--- src/rtl/sram_pkg.sv ---
// sram_pkg: state encoding and default parameter constants shared by the SRAM block.
`default_nettype none

package sram_pkg;

  typedef enum logic [0:0] {
    ST_INIT  = 1'b0,
    ST_READY = 1'b1
  } state_t;

  localparam int DEF_DATA_W = 16;
  localparam int DEF_ADDR_W = 4;

  function automatic int bytes_of(input int width);
    return width / 8;
  endfunction

endpackage

`default_nettype wire

--- src/rtl/sp_sram_core.sv ---
// sp_sram_core: single-port storage array with byte-enable write and registered read.
`default_nettype none

module sp_sram_core #(
  parameter int DATA_W = 16,
  parameter int ADDR_W = 4,
  parameter int DEPTH  = 16
) (
  input  logic                  clk,
  input  logic                  rst,
  input  logic [ADDR_W-1:0]     addr,
  input  logic                  we,
  input  logic [DATA_W-1:0]     wdata,
  input  logic [DATA_W/8-1:0]   be,
  input  logic                  re,
  input  logic                  rzero,
  output logic [DATA_W-1:0]     dout,
  output logic                  dout_valid
);

  localparam int NB = DATA_W / 8;

  logic [DATA_W-1:0] mem [DEPTH];

  // Contents are never reset; they are defined by the initialisation sweep.
  always_ff @(posedge clk) begin
    if (we) begin
      for (int i = 0; i < NB; i++) begin
        if (be[i]) begin
          mem[addr][8*i +: 8] <= wdata[8*i +: 8];
        end
      end
    end
  end

  // rzero marks an out-of-range address, so mem is only indexed when in range.
  always_ff @(posedge clk or posedge rst) begin
    if (rst) begin
      dout       <= '0;
      dout_valid <= 1'b0;
    end else begin
      dout_valid <= re;
      if (re) begin
        dout <= rzero ? '0 : mem[addr];
      end
    end
  end

endmodule

`default_nettype wire

--- src/rtl/param_sp_sram.sv ---
// param_sp_sram: parameterised single-port SRAM with init sweep, clear, and range check.
`default_nettype none

module param_sp_sram
  import sram_pkg::*;
#(
  parameter int                DATA_W   = DEF_DATA_W,
  parameter int                ADDR_W   = DEF_ADDR_W,
  parameter int                DEPTH    = 2**ADDR_W,
  parameter logic [DATA_W-1:0] INIT_VAL = '0
) (
  input  logic                  clk,
  input  logic                  rst,
  input  logic                  en,
  input  logic                  w_r,
  input  logic [ADDR_W-1:0]     addr,
  input  logic [DATA_W-1:0]     din,
  input  logic [DATA_W/8-1:0]   be,
  input  logic                  clr,
  output logic [DATA_W-1:0]     dout,
  output logic                  dout_valid,
  output logic                  busy
);

  localparam int                NB      = bytes_of(DATA_W);
  localparam logic [ADDR_W-1:0] LAST    = ADDR_W'(DEPTH - 1);
  localparam logic [ADDR_W:0]   DEPTH_L = (ADDR_W + 1)'(DEPTH);

  state_t            state, state_nxt;
  logic [ADDR_W-1:0] cnt, cnt_nxt;

  logic              in_range;
  logic              accept;
  logic [ADDR_W-1:0] core_addr;
  logic              core_we;
  logic [DATA_W-1:0] core_wdata;
  logic [NB-1:0]     core_be;
  logic              core_re;

  always_ff @(posedge clk or posedge rst) begin
    if (rst) begin
      state <= ST_INIT;
      cnt   <= '0;
    end else begin
      state <= state_nxt;
      cnt   <= cnt_nxt;
    end
  end

  // The counter returns to 0 on leaving INIT so a later clr restarts cleanly.
  always_comb begin
    state_nxt = state;
    cnt_nxt   = cnt;
    case (state)
      ST_INIT: begin
        if (cnt == LAST) begin
          state_nxt = ST_READY;
          cnt_nxt   = '0;
        end else begin
          cnt_nxt = cnt + 1'b1;
        end
      end
      ST_READY: begin
        if (clr) begin
          state_nxt = ST_INIT;
          cnt_nxt   = '0;
        end
      end
      default: begin
        state_nxt = ST_INIT;
        cnt_nxt   = '0;
      end
    endcase
  end

  assign busy     = (state == ST_INIT);
  assign in_range = ({1'b0, addr} < DEPTH_L);
  assign accept   = (state == ST_READY) && en && !clr;

  // During INIT the sweep owns the array port; user requests are ignored.
  assign core_addr  = busy ? cnt : addr;
  assign core_we    = busy || (accept && w_r && in_range);
  assign core_wdata = busy ? INIT_VAL : din;
  assign core_be    = busy ? {NB{1'b1}} : be;
  assign core_re    = accept && !w_r;

  sp_sram_core #(
    .DATA_W (DATA_W),
    .ADDR_W (ADDR_W),
    .DEPTH  (DEPTH)
  ) u_core (
    .clk        (clk),
    .rst        (rst),
    .addr       (core_addr),
    .we         (core_we),
    .wdata      (core_wdata),
    .be         (core_be),
    .re         (core_re),
    .rzero      (!in_range),
    .dout       (dout),
    .dout_valid (dout_valid)
  );

endmodule

`default_nettype wire

--- config.mk ---
export PLATFORM = sky130hd
export DESIGN_NAME = param_sp_sram
export DESIGN_NICKNAME = d
export VERILOG_FILES = /design/src/rtl/sram_pkg.sv /design/src/rtl/sp_sram_core.sv /design/src/rtl/param_sp_sram.sv
export SDC_FILE = /design/constraint.sdc
export NUM_CORES = 1
export LEC_CHECK = 0
export BUFFER_PORTS_ARGS = -buffer_cell sky130_fd_sc_hd__buf_2
export CORE_MARGIN = 3
export CORE_UTILIZATION = 36
export CTS_BUF_LIST = sky130_fd_sc_hd__clkbuf_8
export CTS_CLUSTER_SIZE = 12
export DETAILED_ROUTE_END_ITERATION = 12
export GPL_TIMING_DRIVEN = 0
export MAX_ROUTING_LAYER = met4
export SETUP_SLACK_MARGIN = 0.05
export SYNTH_ARGS = -nofsm -noshare
export SYNTH_HDL_FRONTEND = slang
export SYNTH_HIERARCHICAL = 1
export SYNTH_SLANG_ARGS = --single-unit
--- constraint.sdc ---
create_clock -name clk -period 3.43 [get_ports clk]
set_clock_uncertainty 0.2 [all_clocks]
set_input_delay 0.343 -clock clk [delete_from_list [all_inputs] [get_ports clk]]
set_output_delay 0.343 -clock clk [all_outputs]
set_load 0.1 [all_outputs]
# Word level (Yosys, flattened, before mapping)

Memory sizes are Yosys's and may differ from the RTL's. A register that Yosys moved wholly into a read port is not among the register bits.
Cells that the tools add are included.
W data, S select, Z words.

Output and inout bits: 18
Memory bits (read-only): 0
Register bits: 6
Bits in writable memories: 256
Memories: 1
Latch bits: 0
Input port bits: 27
Logic and storage cells: 30

Magnitude comparators: 0
$mul: 0
Add/subtract/negate cells: 1
Eq/ne operators: 2
Muxes and demuxes: 15
Reductions and logical operators: 7
Divide/modulo/power cells: 0
Bitwise operators: 1
Shift-type cells: 0

Memory list:

| memory     | depth | width | read ports | clocked after memory_dff | write ports | line               | RTL |
|---|---|---|---|---|---|---|---|
| u_core.mem | 16    | 16    | 1          | 1                        | 1           | sp_sram_core.sv:23 | `logic [DATA_W-1:0] mem [DEPTH];` |

Operators with widths:

| kind                  | count |
|---|---|
| $mux W16              | 1 |
| $mux W4               | 3 |
| $mux W1               | 8 |
| $pmux W4 S2           | 1 |
| $add A4 B1 Y4 const B | 1 |
| $eq A4 B4 Y1 const B  | 1 |
| $logic_and A1 B1 Y1   | 4 |
| $logic_not A1 Y1      | 2 |
| $mux W2               | 1 |
| $ne A2 B2 Y1 const B  | 1 |
| $pmux W1 S2           | 1 |
| $logic_or A1 B1 Y1    | 1 |
| $not A1 Y1            | 1 |

# Depth between registers and ports, before layout

Word-level depth: 6
Depth in mapped cells: 9
Mapped depth without buffers: 6

# Hierarchy

Netlist, hierarchy kept.

Modules (own cells, without submodules):

| module        | seq. area each (um^2) | cells an instance | area an instance (um^2) | instances |
|---|---|---|---|---|
| sp_sram_core  | 8112.8                | 639               | 10785.3                 | 1 |
| param_sp_sram | 125.1                 | 54                | 427.9                   | 1 |

# Least setup slack after synthesis

No wires, ideal clock.

Path type: register to register
Start point: reg state
End point: mem u_core.mem[2][10], enable pin
Setup time: 383 ps
Setup slack: 695 ps
Arrival: 2152 ps
Data required time: 2847 ps
Clock period less this slack: 2735 ps
Stages on the path, launching flop included: 8
Buffers on the path: 4
Cells stage by stage: dfrtp_1 > buf_4 > mux2_1 > buf_4 > buf_6 > buf_2 > nand4b_1 > nor3_1

Elaborated cells on any way between the ends: 10
Those cells by class: 5 x mux; 1 x bitwise; 4 x reduce/logical

RTL lines:

| element                | line                | RTL |
|---|---|---|
| from (decl)            | param_sp_sram.sv:29 | `state_t state, state_nxt;` |
| from (signal assigned) | param_sp_sram.sv:45 | `state <= state_nxt;` |
| $mux W4                | param_sp_sram.sv:81 | `assign core_addr = busy ? cnt : addr;` |
| net core_addr[0]       | param_sp_sram.sv:34 | `logic [ADDR_W-1:0] core_addr;` |
| to (decl)              | sp_sram_core.sv:23  |  |

The timed path passes the listed nets, and every way through them passes these cells.

# Final worst setup path

Start point: reg state
End point: mem u_core.mem[3][10], enable pin

Same word-level chain as after synthesis.

==> results_dict.tcl <==
set metrics [dict create \
    status "finished, final reports clean" \
    drv_slew 0 \
    finalHoldViolations 0 \
    worstSetupPathType "reg -> reg" \
    gp_congestion 0.8485 \
    design.core.area_um2 30190 \
    pwr-share-clk_pct 21.4 \
    reg2reg_depth 5 \
    cts.sinks 278 \
    worstPathArrival_ns 3.16 \
    drc 0 \
    synth-simple-area-share_pct 7.509 \
    avgSynthCellArea_um2 16.18 \
    port_buffers 44 \
    netlist_top_cells_area "edfxtp_1 69%, mux2i_1 11%, dfrtp_1 4.9%, a22oi_1 3.2%, nand3_1 2.3%" \
    min_path_type "in -> async" \
    finalNetCount 814 \
    ctsHtreeMaxLevel 2 \
    num_vias 6201 \
    grt_use_total_pct 15.31 \
    min_period_over_period_pct 93.97 \
    synth_xor_area_share_pct 0 \
    antenna_found_initial 0 \
    synth_area_um2 11210 \
    final_antenna_net_count 0 \
    wire_per_inst_um 20.54 \
    hpwl_um 16840 \
    ys_types 35 \
    synth_edf_count 256 \
    timing.slew.headroom_pct 17.45 \
    power.switching_mw 4.245 \
    worstMarginPinSlew_ns 1.229 \
    dr.pass1.iters 5 \
    drt_iter0_markers 530 \
    cts_tree "built" \
    yosys_warnings 6 \
    grt_max_degree 18 \
    yosysSeqAreaShare_pct 73.47 \
    p_per_area_nw_per_um2 893.9 \
    startpoint_type "register" \
    num-fill-cells 2721 \
    ys_ff_latch 278 \
    die_w_um 182.5 \
    fmax_mhz 310.3 \
    drive_above_1_share_pct 16.03 \
    grt_pass1_vias 6130 \
    grt_overflow 0 \
    setup_tns_ns 0 \
    final_cell_mix "256 x edfxtp_1, 128 x mux2i_1, 58 x buf_2" \
    wl_um 24820 \
    initial_core_util_pct 37.14 \
    p_int_mw 7.159 \
    grt_pass1_wl_um 37150 \
    reg2reg_slack_ns 0.21 \
    pwr-share-seq_pct 41.8 \
    required_ns 3.36 \
    yosysTopAreaCell "edfxtp_1" \
    p_leak_nw 4.786 \
    maxCapViolCount 0 \
    synth_top_family_by_area "multiplexers" \
    power_frac_comb_pct 36.8 \
    root_buffer "clkbuf_8" \
    period_minus_slack_ns 3.223 \
    top_level_ports 45 \
    cts_buffer_depth 3 \
    synthMuxAreaShare_pct 11.73 \
    cp-end-kind "register" \
    ir_drop_v 0.0003911 \
    r2r_start "state" \
    synthAdderAreaFrac_pct 0.1116 \
    setup_violations 0 \
    power.switching_fraction_pct 37.22 \
    synth_flop_cell "edfxtp_1" \
    rows 63 \
    cts_buffers 42 \
    cp_max_fo 10 \
    clk_latency_ns 0.52 \
    areaGrowthSynthToFinish_pct 13.77 \
    synth_compound_area_share_pct 4.441 \
    final_common_cell "edfxtp_1" \
    r2r_end "u_core/mem[3][10]" \
    syn_inst 693 \
    avgViaCountPerCell 5.133 \
    synth-async-reset-ratio_pct 7.914 \
    clk_pin_slew_ns 0.06 \
    netlist.area_leader.share_pct 68.56 \
    die_h_um 182.5 \
    p_total_mw 11.40 \
    die_area_um2 33300 \
    rsz0062_at_grt "yes" \
]
routing by layer:
layer	GRT usage, %	share of wire (%)	up-vias	wire length [um]
li1	-	-	2857	-
met5	-	0	-	0
met1	20.48	44	3085	10970
met4	4.906	2.2	0	558
met3	3.269	7.0	39	1746
met2	23.53	47	220	11540
registers in the layout, summed over array words and instances (netlist names):
name,cells
cnt,4
state,1
u_core/dout,16
u_core/dout_valid,1
u_core/mem,256
power groups by stage:
stage	Clock (mW)	Sequential, mW	Combinational, mW
finish	2.44	4.77	4.20
CTS	2.50	4.77	4.17
detailed placement	0	4.84	4.16
floorplan	0	5.23	2.56
global route	2.67	4.83	4.47
global placement	0	4.82	4.13
synthesized netlist by cell type, types with 2 or more instances:
master    instances
nand2b_1         24
nor2b_1           2
edfxtp_1        256
nand4b_1          4
nand2_1          24
nand3_1          51
buf_8             2
a22oi_1          48
a21oi_1          19
nand4_1           2
buf_4             3
and2_1           17
buf_2            14
nor2_1           28
clkbuf_1         12
mux2_1            3
nor3_1            8
mux2i_1         128
dfrtp_1          22
buf_6             8
clkbuf_4          2
nand3b_1          2
inv_1             2
worst max path at each step:
stage / from / slack [ns] / endpoint
5_1_grt: state / 0.04 / u_core/mem[1][11]
3_3_place_gp: state / 0.06 / u_core/mem[8][1]
3_5_place_dp: state / 0.08 / u_core/mem[4][4]
4_1_cts: state / 0.06 / u_core/mem[4][1]
6_report: state / 0.21 / u_core/mem[3][10]
2_1_floorplan: state / 0.69 / u_core/mem[2][10]
cells by family after synthesis:
logic type / count (synthesis)
flops: 278
simple gates: 164
mux: 131
compound gates: 73
buf+inv: 45
fa+ha+maj: 1
other cells: 1
layout make-up:
class                      count  area [um^2]  share of cell area, %
timing repair buffer          48        260.3                  2.040
antenna                        1        2.502                0.01962
sequential                   278         8238                  64.57
clock inverter                27        103.9                 0.8141
clock buffer                  48        660.6                  5.179
tap                          390        488.0                  3.825
multi-input combinational    371         2700                  21.17
inverter                       3        11.26                0.08827
buffer                        42        292.8                  2.295
stage by stage:
| stage | hold slack (ns) | utilization [%] | setup slack [ns] | std cells | instance area (um^2) |
|---|---|---|---|---|---|
| CTS | 0.03195 | 42.18 | 0.05620 | 1207 | 12730 |
| detailed placement | 0.06130 | 39.52 | 0.07533 | 1128 | 11930 |
| finish | 0.05875 | 42.26 | 0.2069 | 1208 | 12760 |
| floorplan | -0.07848 | - | 0.6948 | 694 | 11220 |
| global placement | 0.07034 | 39.50 | 0.06361 | 1128 | 11930 |
| global route | 0.04806 | 42.25 | 0.03914 | 1207 | 12750 |
critical path, cell delays in order (launching register included):
cell	delay [ns]
dfrtp_1	0.40
buf_4	0.18
mux2_1	0.34
clkbuf_1	0.42
nand4_1	0.34
nor3_1	0.95
repair_timing:
item	4_1_cts	5_1_grt
endpoints found under the hold margin	25	0
buffers inserted	0	0
hold buffers	4	0
resized for setup	0	4
setup endpoints to repair	0	32
Note: power is estimated with default switching activity, not from simulation.
